$ cat src/rtl/mesh_pkg.sv
`default_nettype none
// ============================================================================
// Module      : mesh_pkg
// Description : Shared mesh definitions: default packet width, position of
//               the VC/polarity bit and the packet container type.
// Revision    : 1.0 - initial release
// ============================================================================
package mesh_pkg;

    // Default packet width; the top bit is the VC/polarity bit.
    localparam int PACKET_WIDTH = 64;
    localparam int VC_BIT       = 63;

    // Default number of entries per link direction.
    localparam int LINK_DEPTH   = 2;

    typedef logic [PACKET_WIDTH-1:0] packet_t;

endpackage : mesh_pkg
`default_nettype wire

$ cat src/rtl/mesh_link_fifo.sv
`default_nettype none
// ============================================================================
// Module      : mesh_link_fifo
// Description : One direction of the inter-row link. Small FIFO using the
//               mesh send/ready handshake on both sides.
//               Ports:
//                 clk, reset     clock, asynchronous active-high reset
//                 i_send/o_ready upstream handshake, i_data upstream packet
//                 o_send/i_ready downstream handshake, o_data head packet
//                 o_occupied     FIFO holds at least one packet
// Revision    : 1.0 - initial release
// ============================================================================
module mesh_link_fifo #(
    parameter int PACKET_WIDTH = mesh_pkg::PACKET_WIDTH,
    parameter int DEPTH        = mesh_pkg::LINK_DEPTH
) (
    input  logic                    clk,
    input  logic                    reset,
    input  logic                    i_send,
    output logic                    o_ready,
    input  logic [PACKET_WIDTH-1:0] i_data,
    output logic                    o_send,
    input  logic                    i_ready,
    output logic [PACKET_WIDTH-1:0] o_data,
    output logic                    o_occupied
);

    localparam int c_addr_w = (DEPTH > 1) ? $clog2(DEPTH) : 1;
    localparam int c_cnt_w  = $clog2(DEPTH + 1);
    localparam logic [c_cnt_w-1:0]  c_depth   = c_cnt_w'(DEPTH);
    localparam logic [c_addr_w-1:0] c_ptr_one = c_addr_w'(1);
    localparam logic [c_cnt_w-1:0]  c_cnt_one = c_cnt_w'(1);

    logic [PACKET_WIDTH-1:0] r_mem [DEPTH];
    logic [c_addr_w-1:0]     r_rd_ptr;
    logic [c_addr_w-1:0]     r_wr_ptr;
    logic [c_cnt_w-1:0]      r_count;

    logic w_ready;
    logic w_not_empty;
    logic w_push;
    logic w_pop;

    // Ready depends only on registered occupancy, so the far-side ready
    // never reaches the near-side ready combinationally. A pop in the same
    // cycle does not free a slot for a simultaneous push when full.
    assign w_ready     = (r_count < c_depth);
    assign w_not_empty = (r_count != '0);
    assign w_push      = i_send & w_ready;
    assign w_pop       = w_not_empty & i_ready;

    // DEPTH is a power of two, so natural pointer overflow is modulo DEPTH;
    // occupancy alone distinguishes full from empty.
    always_ff @(posedge clk or posedge reset) begin
        if (reset) begin
            r_rd_ptr <= '0;
            r_wr_ptr <= '0;
            r_count  <= '0;
        end else begin
            if (w_push) begin
                r_wr_ptr <= r_wr_ptr + c_ptr_one;
            end
            if (w_pop) begin
                r_rd_ptr <= r_rd_ptr + c_ptr_one;
            end
            case ({w_push, w_pop})
                2'b10:   r_count <= r_count + c_cnt_one;
                2'b01:   r_count <= r_count - c_cnt_one;
                default: r_count <= r_count;
            endcase
        end
    end

    // Storage is deliberately not reset; empty-state masking of o_data keeps
    // stale contents invisible.
    always_ff @(posedge clk) begin
        if (w_push) begin
            r_mem[r_wr_ptr] <= i_data;
        end
    end

    assign o_ready    = w_ready;
    assign o_send     = w_pop;
    assign o_data     = w_not_empty ? r_mem[r_rd_ptr] : '0;
    assign o_occupied = w_not_empty;

endmodule : mesh_link_fifo
`default_nettype wire

$ cat src/rtl/mesh_row_link_buffer.sv
`default_nettype none
// ============================================================================
// Module      : mesh_row_link_buffer
// Description : Registered elastic vertical link between the north-facing
//               ports of a mesh row and the south-facing ports of the row
//               above. Two independent FIFO directions.
//               Ports:
//                 clk, reset            clock, async active-high reset
//                 lo_si/lo_ri/lo_di     northbound in  (from lower router)
//                 up_so/up_ro/up_do     northbound out (to upper router)
//                 up_si/up_ri/up_di     southbound in  (from upper router)
//                 lo_so/lo_ro/lo_do     southbound out (to lower router)
//               Optional (macro LINK_STATS_EN):
//                 nb_pkt_cnt, sb_pkt_cnt      packets delivered per direction
//                 nb_stall_cnt, sb_stall_cnt  cycles held with ready low
// Revision    : 1.0 - initial release
// ============================================================================
module mesh_row_link_buffer #(
    parameter int PACKET_WIDTH = mesh_pkg::PACKET_WIDTH,
    parameter int DEPTH        = mesh_pkg::LINK_DEPTH
) (
    input  logic                    clk,
    input  logic                    reset,
    // northbound: lower router -> upper router
    input  logic                    lo_si,
    output logic                    lo_ri,
    input  logic [PACKET_WIDTH-1:0] lo_di,
    output logic                    up_so,
    input  logic                    up_ro,
    output logic [PACKET_WIDTH-1:0] up_do,
    // southbound: upper router -> lower router
    input  logic                    up_si,
    output logic                    up_ri,
    input  logic [PACKET_WIDTH-1:0] up_di,
    output logic                    lo_so,
    input  logic                    lo_ro,
`ifdef LINK_STATS_EN
    output logic [PACKET_WIDTH-1:0] lo_do,
    output logic [31:0]             nb_pkt_cnt,
    output logic [31:0]             sb_pkt_cnt,
    output logic [31:0]             nb_stall_cnt,
    output logic [31:0]             sb_stall_cnt
`else
    output logic [PACKET_WIDTH-1:0] lo_do
`endif
);

    logic w_nb_occupied;
    logic w_sb_occupied;

    mesh_link_fifo #(
        .PACKET_WIDTH (PACKET_WIDTH),
        .DEPTH        (DEPTH)
    ) u_nb_fifo (
        .clk        (clk),
        .reset      (reset),
        .i_send     (lo_si),
        .o_ready    (lo_ri),
        .i_data     (lo_di),
        .o_send     (up_so),
        .i_ready    (up_ro),
        .o_data     (up_do),
        .o_occupied (w_nb_occupied)
    );

    mesh_link_fifo #(
        .PACKET_WIDTH (PACKET_WIDTH),
        .DEPTH        (DEPTH)
    ) u_sb_fifo (
        .clk        (clk),
        .reset      (reset),
        .i_send     (up_si),
        .o_ready    (up_ri),
        .i_data     (up_di),
        .o_send     (lo_so),
        .i_ready    (lo_ro),
        .o_data     (lo_do),
        .o_occupied (w_sb_occupied)
    );

`ifdef LINK_STATS_EN
    logic [31:0] r_nb_pkt_cnt;
    logic [31:0] r_sb_pkt_cnt;
    logic [31:0] r_nb_stall_cnt;
    logic [31:0] r_sb_stall_cnt;

    // A pop is exactly a cycle where send-out is high; a stall is a cycle
    // with data held while the far side is not ready. Counters wrap.
    always_ff @(posedge clk or posedge reset) begin
        if (reset) begin
            r_nb_pkt_cnt   <= '0;
            r_sb_pkt_cnt   <= '0;
            r_nb_stall_cnt <= '0;
            r_sb_stall_cnt <= '0;
        end else begin
            if (up_so)                   r_nb_pkt_cnt   <= r_nb_pkt_cnt + 32'd1;
            if (lo_so)                   r_sb_pkt_cnt   <= r_sb_pkt_cnt + 32'd1;
            if (w_nb_occupied && !up_ro) r_nb_stall_cnt <= r_nb_stall_cnt + 32'd1;
            if (w_sb_occupied && !lo_ro) r_sb_stall_cnt <= r_sb_stall_cnt + 32'd1;
        end
    end

    assign nb_pkt_cnt   = r_nb_pkt_cnt;
    assign sb_pkt_cnt   = r_sb_pkt_cnt;
    assign nb_stall_cnt = r_nb_stall_cnt;
    assign sb_stall_cnt = r_sb_stall_cnt;
`else
    // Occupancy is only consumed by the statistics counters.
    logic w_unused_occupied;
    assign w_unused_occupied = w_nb_occupied ^ w_sb_occupied;
`endif

endmodule : mesh_row_link_buffer
`default_nettype wire

$ cat config.mk
export PLATFORM = sky130hd
export DESIGN_NAME = mesh_row_link_buffer
export DESIGN_NICKNAME = d
export VERILOG_FILES = /design/src/rtl/mesh_pkg.sv /design/src/rtl/mesh_link_fifo.sv /design/src/rtl/mesh_row_link_buffer.sv
export SDC_FILE = /design/constraint.sdc
export NUM_CORES = 1
export LEC_CHECK = 0
export BUFFER_PORTS_ARGS = -buffer_cell sky130_fd_sc_hd__buf_4
export CAP_MARGIN = 20
export CORE_ASPECT_RATIO = 2
export CORE_UTILIZATION = 35
export CTS_BUF_LIST = sky130_fd_sc_hd__clkbuf_8
export CTS_CLUSTER_DIAMETER = 30
export CTS_CLUSTER_SIZE = 10
export DETAILED_ROUTE_END_ITERATION = 8
export SKIP_LAST_GASP = 1
export SLEW_MARGIN = 20
export SYNTH_ARGS = -nofsm -noshare
export SYNTH_HDL_FRONTEND = slang
export SYNTH_SLANG_ARGS = --single-unit
$ cat constraint.sdc
create_clock -name clk -period 5 [get_ports clk]
set_input_delay 0 -clock clk [delete_from_list [all_inputs] [get_ports clk]]
set_output_delay 0 -clock clk [all_outputs]
set_load 0.005 [all_outputs]
Word level (Yosys, flattened, before mapping)

Memories as Yosys holds them, arrays and structs flattened.
Index checks and enable logic that the tools add are counted.

Bitwise gates (word level): 4
Add/subtract/negate cells: 8
Eq/ne operators: 4
Order comparisons: 2
Reductions and logical operators: 4
Multiplexer cells: 8

Operators with widths:

| operator                                                           | count |
|---|---|
| 64-bit two-way mux                                                 | 2 |
| 2-bit case mux with 2 select lines                                 | 2 |
| 2-bit nonzero test                                                 | 4 |
| 1-bit adder, second input constant                                 | 4 |
| 2-bit by 1-bit adder with 2-bit output, second input constant      | 2 |
| 1-bit AND                                                          | 4 |
| 2-bit by 1-bit == test with 1-bit output, second input constant    | 2 |
| 2-bit == test, second input constant                               | 2 |
| 2-bit less-than comparator, second input constant                  | 2 |
| 1-bit two-way mux                                                  | 4 |
| 2-bit by 1-bit subtractor with 2-bit output, second input constant | 2 |

Bits in writable memories: 256
Output and inout port bits: 132
Register bits after elaboration: 8
Memories: 2

Memory list:

| name            | depth | bits a word | read ports | clocked after memory_dff | write ports | line                 | source |
|---|---|---|---|---|---|---|---|
| u_nb_fifo.r_mem | 2     | 64          | 1          | 0                        | 1           | mesh_link_fifo.sv:34 | `logic [PACKET_WIDTH-1:0] r_mem [DEPTH];` |
| u_sb_fifo.r_mem | 2     | 64          | 1          | 0                        | 1           | mesh_link_fifo.sv:34 |  |

Depth between registers and ports, before layout

Word-level depth: 4
Mapped depth: 6

Hierarchy

A second synthesis with hierarchy kept.

Cell total of the unflattened synthesis: 578
Area total of the unflattened synthesis: 10249.8 µm²

Modules (own cells, without submodules):

| module         | cells an instance | seq. area each (µm²) | instances | area an instance (µm²) |
|---|---|---|---|---|
| mesh_link_fifo | 289               | 3943.8               | 2         | 5124.9 |

Least setup slack after synthesis

Ideal clock, no wire load.

Path kind: reg-to-reg
Start point: register u_sb_fifo.r_count[1]
End point: memory u_sb_fifo.r_mem[0][0] (enable)
Clock period less this slack: 3720 ps
Setup slack: 1280 ps
Required time: 4514 ps
Buffers on the path: 0
Arrival time: 3234 ps
Cell stages (with the launch flop): 4
Path through: dfrtp_1 > inv_2 > nand2_1 > nor2_1

Longest elaborated chain between the ends: 4

Ends and longest elaborated chain:

| what                                    | line                       | source |
|---|---|---|
| start, declared                         | mesh_link_fifo.sv:37       | `logic [c_cnt_w-1:0] r_count;` |
| start signal, assigned                  | mesh_link_fifo.sv:67       | `2'b10: r_count <= r_count + c_cnt_one;` |
| start signal, assigned                  | mesh_link_fifo.sv:68       | `2'b01: r_count <= r_count - c_cnt_one;` |
| start signal, assigned                  | mesh_link_fifo.sv:69       | `default: r_count <= r_count;` |
| 2-bit less-than comparator              | mesh_link_fifo.sv:47       | `assign w_ready = (r_count < c_depth);` |
| via up_ri                               | mesh_row_link_buffer.sv:33 | `output logic up_ri,` |
| 1-bit AND                               | mesh_link_fifo.sv:49       | `assign w_push = i_send & w_ready;` |
| 1-bit two-way mux                       | mesh_link_fifo.sv:77       | `if (w_push) begin` |
| 1-bit two-way mux (not written as such) | mesh_link_fifo.sv:78       | `r_mem[r_wr_ptr] <= i_data;` |
| end, declared                           | mesh_link_fifo.sv:34       |  |

The timed path passes the listed nets, and every way through them passes these cells.

Worst setup path in the final report

Start point: register u_nb_fifo.r_rd_ptr
End point: output port up_do[62]

Longest elaborated chain between the ends: 2

Ends and longest elaborated chain:

| what                   | line                       | source |
|---|---|---|
| start, declared        | mesh_link_fifo.sv:35       | `logic [c_addr_w-1:0] r_rd_ptr;` |
| start signal, assigned | mesh_link_fifo.sv:64       | `r_rd_ptr <= r_rd_ptr + c_ptr_one;` |
| memory read 2 x 64 bit | --                         |  |
| 64-bit two-way mux     | mesh_link_fifo.sv:84       | `assign o_data = w_not_empty ? r_mem[r_rd_ptr] : '0;` |
| end, declared          | mesh_row_link_buffer.sv:30 | `output logic [PACKET_WIDTH-1:0] up_do,` |

No other way between the ends.

==> impl_metrics.csv <==
group,metric,value,unit
status,status,"complete, no violations",
yosys,ys_seq_elements,264,
yosys,synth_compound_area_share,0,%
routing,drt_wl_total,22600,µm
yosys,synth_top_family_by_area,"multiplexers",
yosys,synth.area.top_cells,"edfxtp_1 76%, mux2i_1 13%, nor2_1 5.0%, buf_12 2.0%, dfrtp_1 2.0%",
placed_design,dp_hpwl,14500,µm
clocking,path_clk_slew,0.07,ns
sta,rsz0062_at_grt,"false",
routing,vias,6144,
worst_setup_path,critPathCaptureType,"output pin",
yosys,ys_seq_area_share,77.7,%
global_route,grt_antenna_before_repair,0,
hold_path,hold_class,"in2reg",
floorplanning,initial_utilization,35.7,%
yosys,syn_inst,575,
floorplanning,die_area,29700,µm²
power,vdd.ir_drop.worst,0.310,mV
routing,initialDrtViolationCount,190,
yosys,ys_types,16,
sta,finalSetupViolCount,0,
power,seq_power_share,43.4,%
power,p_sw_share,31.8,%
global_route,gr-total-overflow,0,
worst_setup_path,cp.arrival,2.50,ns
placed_design,place_area,12400,µm²
finish,syn2layout_area_growth,41.0,%
worst_setup_path,cp_data_required_time,5.00,ns
placed_design,dp_cells,1176,
sta,final_max_slew_viol_count,0,
worst_setup_path,worst_path_max_delay_cell,"dfrtp_4",
worst_setup_path,r2r_setup_slack,2.63,ns
yosys,synth_top_area_share,75.7,%
placed_design,portBuffers,265,
sta,tightest_slew,1.01,ns
yosys,synthesis.nets,711,
sta,finalHoldViolCount,0,
clocking,cts_tree,"yes",
routing,drt_pass1_iterations,4,
floorplanning,rows,87,
yosys,yosysTopAreaCell,"edfxtp_1",
global_route,grt_max_degree,66,
power,internal-power,0.00494,W
sta,fin_ws,2.50,ns
sta,finalCritPeriodShare,50.1,%
clocking,clk_path_buf_depth,3,
yosys,synthesis.area,10200,µm²
clocking,root_buffer,"clkbuf_8",
power,switchingPower,0.00230,W
global_route,grt_pass1_wl,34100,µm
floorplanning,die_w,122,µm
yosys,avgSynthCellArea,17.7,µm²
yosys,synthAdderAreaFrac,0.246,%
worst_setup_path,critPathBufInv,2,
floorplanning,io_pins,266,
worst_setup_path,cpPeakStageDelay,0.75,ns
worst_setup_path,crit_chain,"buf_4 > mux2i_1 > nor2_1 > buf_4",
clocking,cts_made_buffers,35,
sta,fin_crit,2.50,ns
placed_design,place_congestion,0.745,
floorplanning,die_h,243,µm
clocking,ctsHtreeMaxLevel,2,
global_route,grt_pass1_vias,6628,
power,p_comb_share,37.3,%
global_route,grt_usage,15.1,%
finish,stdcell_area,14300,µm²
worst_setup_path,cpMostUsedCell,"buf_4",
sta,tns,0,ns
worst_setup_path,critPathMaxFanout,37,
power,power_density,506,nW/µm²
routing,wl_per_cell,16.6,µm
run,drv_cap,0,
worst_setup_path,critPathKind,"reg2out",
routing,routed_via_density,4.51,
power,p_clk_share,19.4,%
clocking,holdBufCountCts,134,
finish,num_antenna_cells,0,
clocking,clk-insertion-delay-late,0.54,ns
placed_design,place_ws,2.56,ns
yosys,synth-xor-area-share,0.862,%
finish,fin_nets,1128,
routing,drc,0,
yosys,synth_mux_area_share,12.6,%
sta,skew,0.0247,ns
finish,layout-drive-gt1-share,32.6,%
clocking,cts-resized-gates,0,
worst_setup_path,crit_family,"buffers and inverters",
sta,fmax,399,MHz
routing,ant_nets,0,
yosys,synth-simple-area-share,5.27,%
floorplanning,core,28400,µm²
clocking,cts.sinks,264,
sta,slew_headroom,32.7,%
clocking,postCtsSetupBuffers,0,
yosys,yosysWarnings,0,
finish,layoutNonFillerInstCount,1363,
worst_setup_path,critPathLaunchType,"flop",
power,power.leakage,5.78,nW
==> Yosys cell counts (all sizes together) <==
cell type,instances
and3,2
buf,28
dfrtp,8
edfxtp,256
ha,2
inv,3
mux2i,128
nand2,2
nor2,134
nor2b,2
xnor2,8
xor2,2
==> final cells by class <==
class / instances / area [µm²]
fillers: 2434 / 14100
flip-flops and latches: 264 / 7900
repair buffers: 408 / 3430
multi-input cells: 280 / 1960
clock buffers: 35 / 482
well taps: 356 / 445
clock inverters: 17 / 93.8
inverters: 3 / 11.3
==> state kept, by name, summed over array words and instances (netlist names) <==
register            count
u_nb_fifo.r_mem       128
u_sb_fifo.r_mem       128
u_nb_fifo.r_count       2
u_sb_fifo.r_count       2
u_nb_fifo.r_rd_ptr      1
u_nb_fifo.r_wr_ptr      1
u_sb_fifo.r_rd_ptr      1
u_sb_fifo.r_wr_ptr      1
==> logic make-up after synthesis <==
family                   Yosys count
flip-flops                       264
AND/OR/NAND/NOR                  140
multiplexers                     128
buffers and inverters             31
XOR/XNOR                          10
adder cells (fa/ha/maj)            2
==> path summary, 6_finish.rpt <==
kind                                      startpoint                     end  depth (start not counted)
worst max-delay path              u_nb_fifo.r_rd_ptr               up_do[62]                          4
worst min register to register    u_sb_fifo.r_wr_ptr      u_sb_fifo.r_wr_ptr                          1
worst min-delay path                        lo_di[2]   u_nb_fifo.r_mem[0][2]                          2
worst max register to register  u_sb_fifo.r_count[1]  u_sb_fifo.r_mem[0][46]                          4
min in group asynchronous                      reset      u_nb_fifo.r_wr_ptr                          4
max in group asynchronous                      reset      u_sb_fifo.r_rd_ptr                          4
==> power by group through the flow <==
stage	sequential [W]	combinational, W	clock [W]
CTS	0.00315	0.00275	0.00147
global route	0.00318	0.00295	0.00155
floorplan	0.00305	0.00158	0
global placement	0.00325	0.00257	0
detailed placement	0.00320	0.00265	0
finish	0.00314	0.00270	0.00140
==> metal layers <==
layer  part of all wire, %  track usage, %
met5                     0               0
met4                   2.4            5.42
met3                   6.6            3.83
met2                    55            29.2
met1                    36            14.8
==> layout by cell type, fill, tap and decap left out <==
cell and n:
and3_2 2, buf_12 1, buf_16 1, buf_4 272
clkbuf_8 35, clkinv_1 3, clkinv_2 3, clkinv_4 1
clkinvlp_4 3, dfrtp_1 6, dfrtp_4 2, dlygate4sd3_1 134
edfxtp_1 256, ha_1 2, inv_1 6, inv_2 2
inv_6 2, mux2i_1 128, nand2_1 2, nor2_1 130
nor2_4 4, nor2b_1 2, xnor2_1 8, xor2_1 2
==> worst register-to-register path, stage by stage, from the launching register on <==
cell,delay [ns]
dfrtp_1,0.41
inv_2,0.10
nand2_1,0.14
nor2_4,0.79
buf_4,0.54
==> through the flow <==
| stage | hold WS (ns) | utilization, % | total power, W |
|---|---|---|---|
| 6_report | 0.181 | 50.4 | 0.00724 |
| 5_1_grt | 0.154 | 50.4 | 0.00768 |
| 4_1_cts | 0.130 | 50.3 | 0.00737 |
| 3_5_place_dp | -0.00804 | 43.6 | 0.00585 |
| 3_3_place_gp | -0.00741 | 43.5 | 0.00582 |
| 2_1_floorplan | -0.184 | - | 0.00464 |
Note: power is estimated with default switching activity, not from simulation.
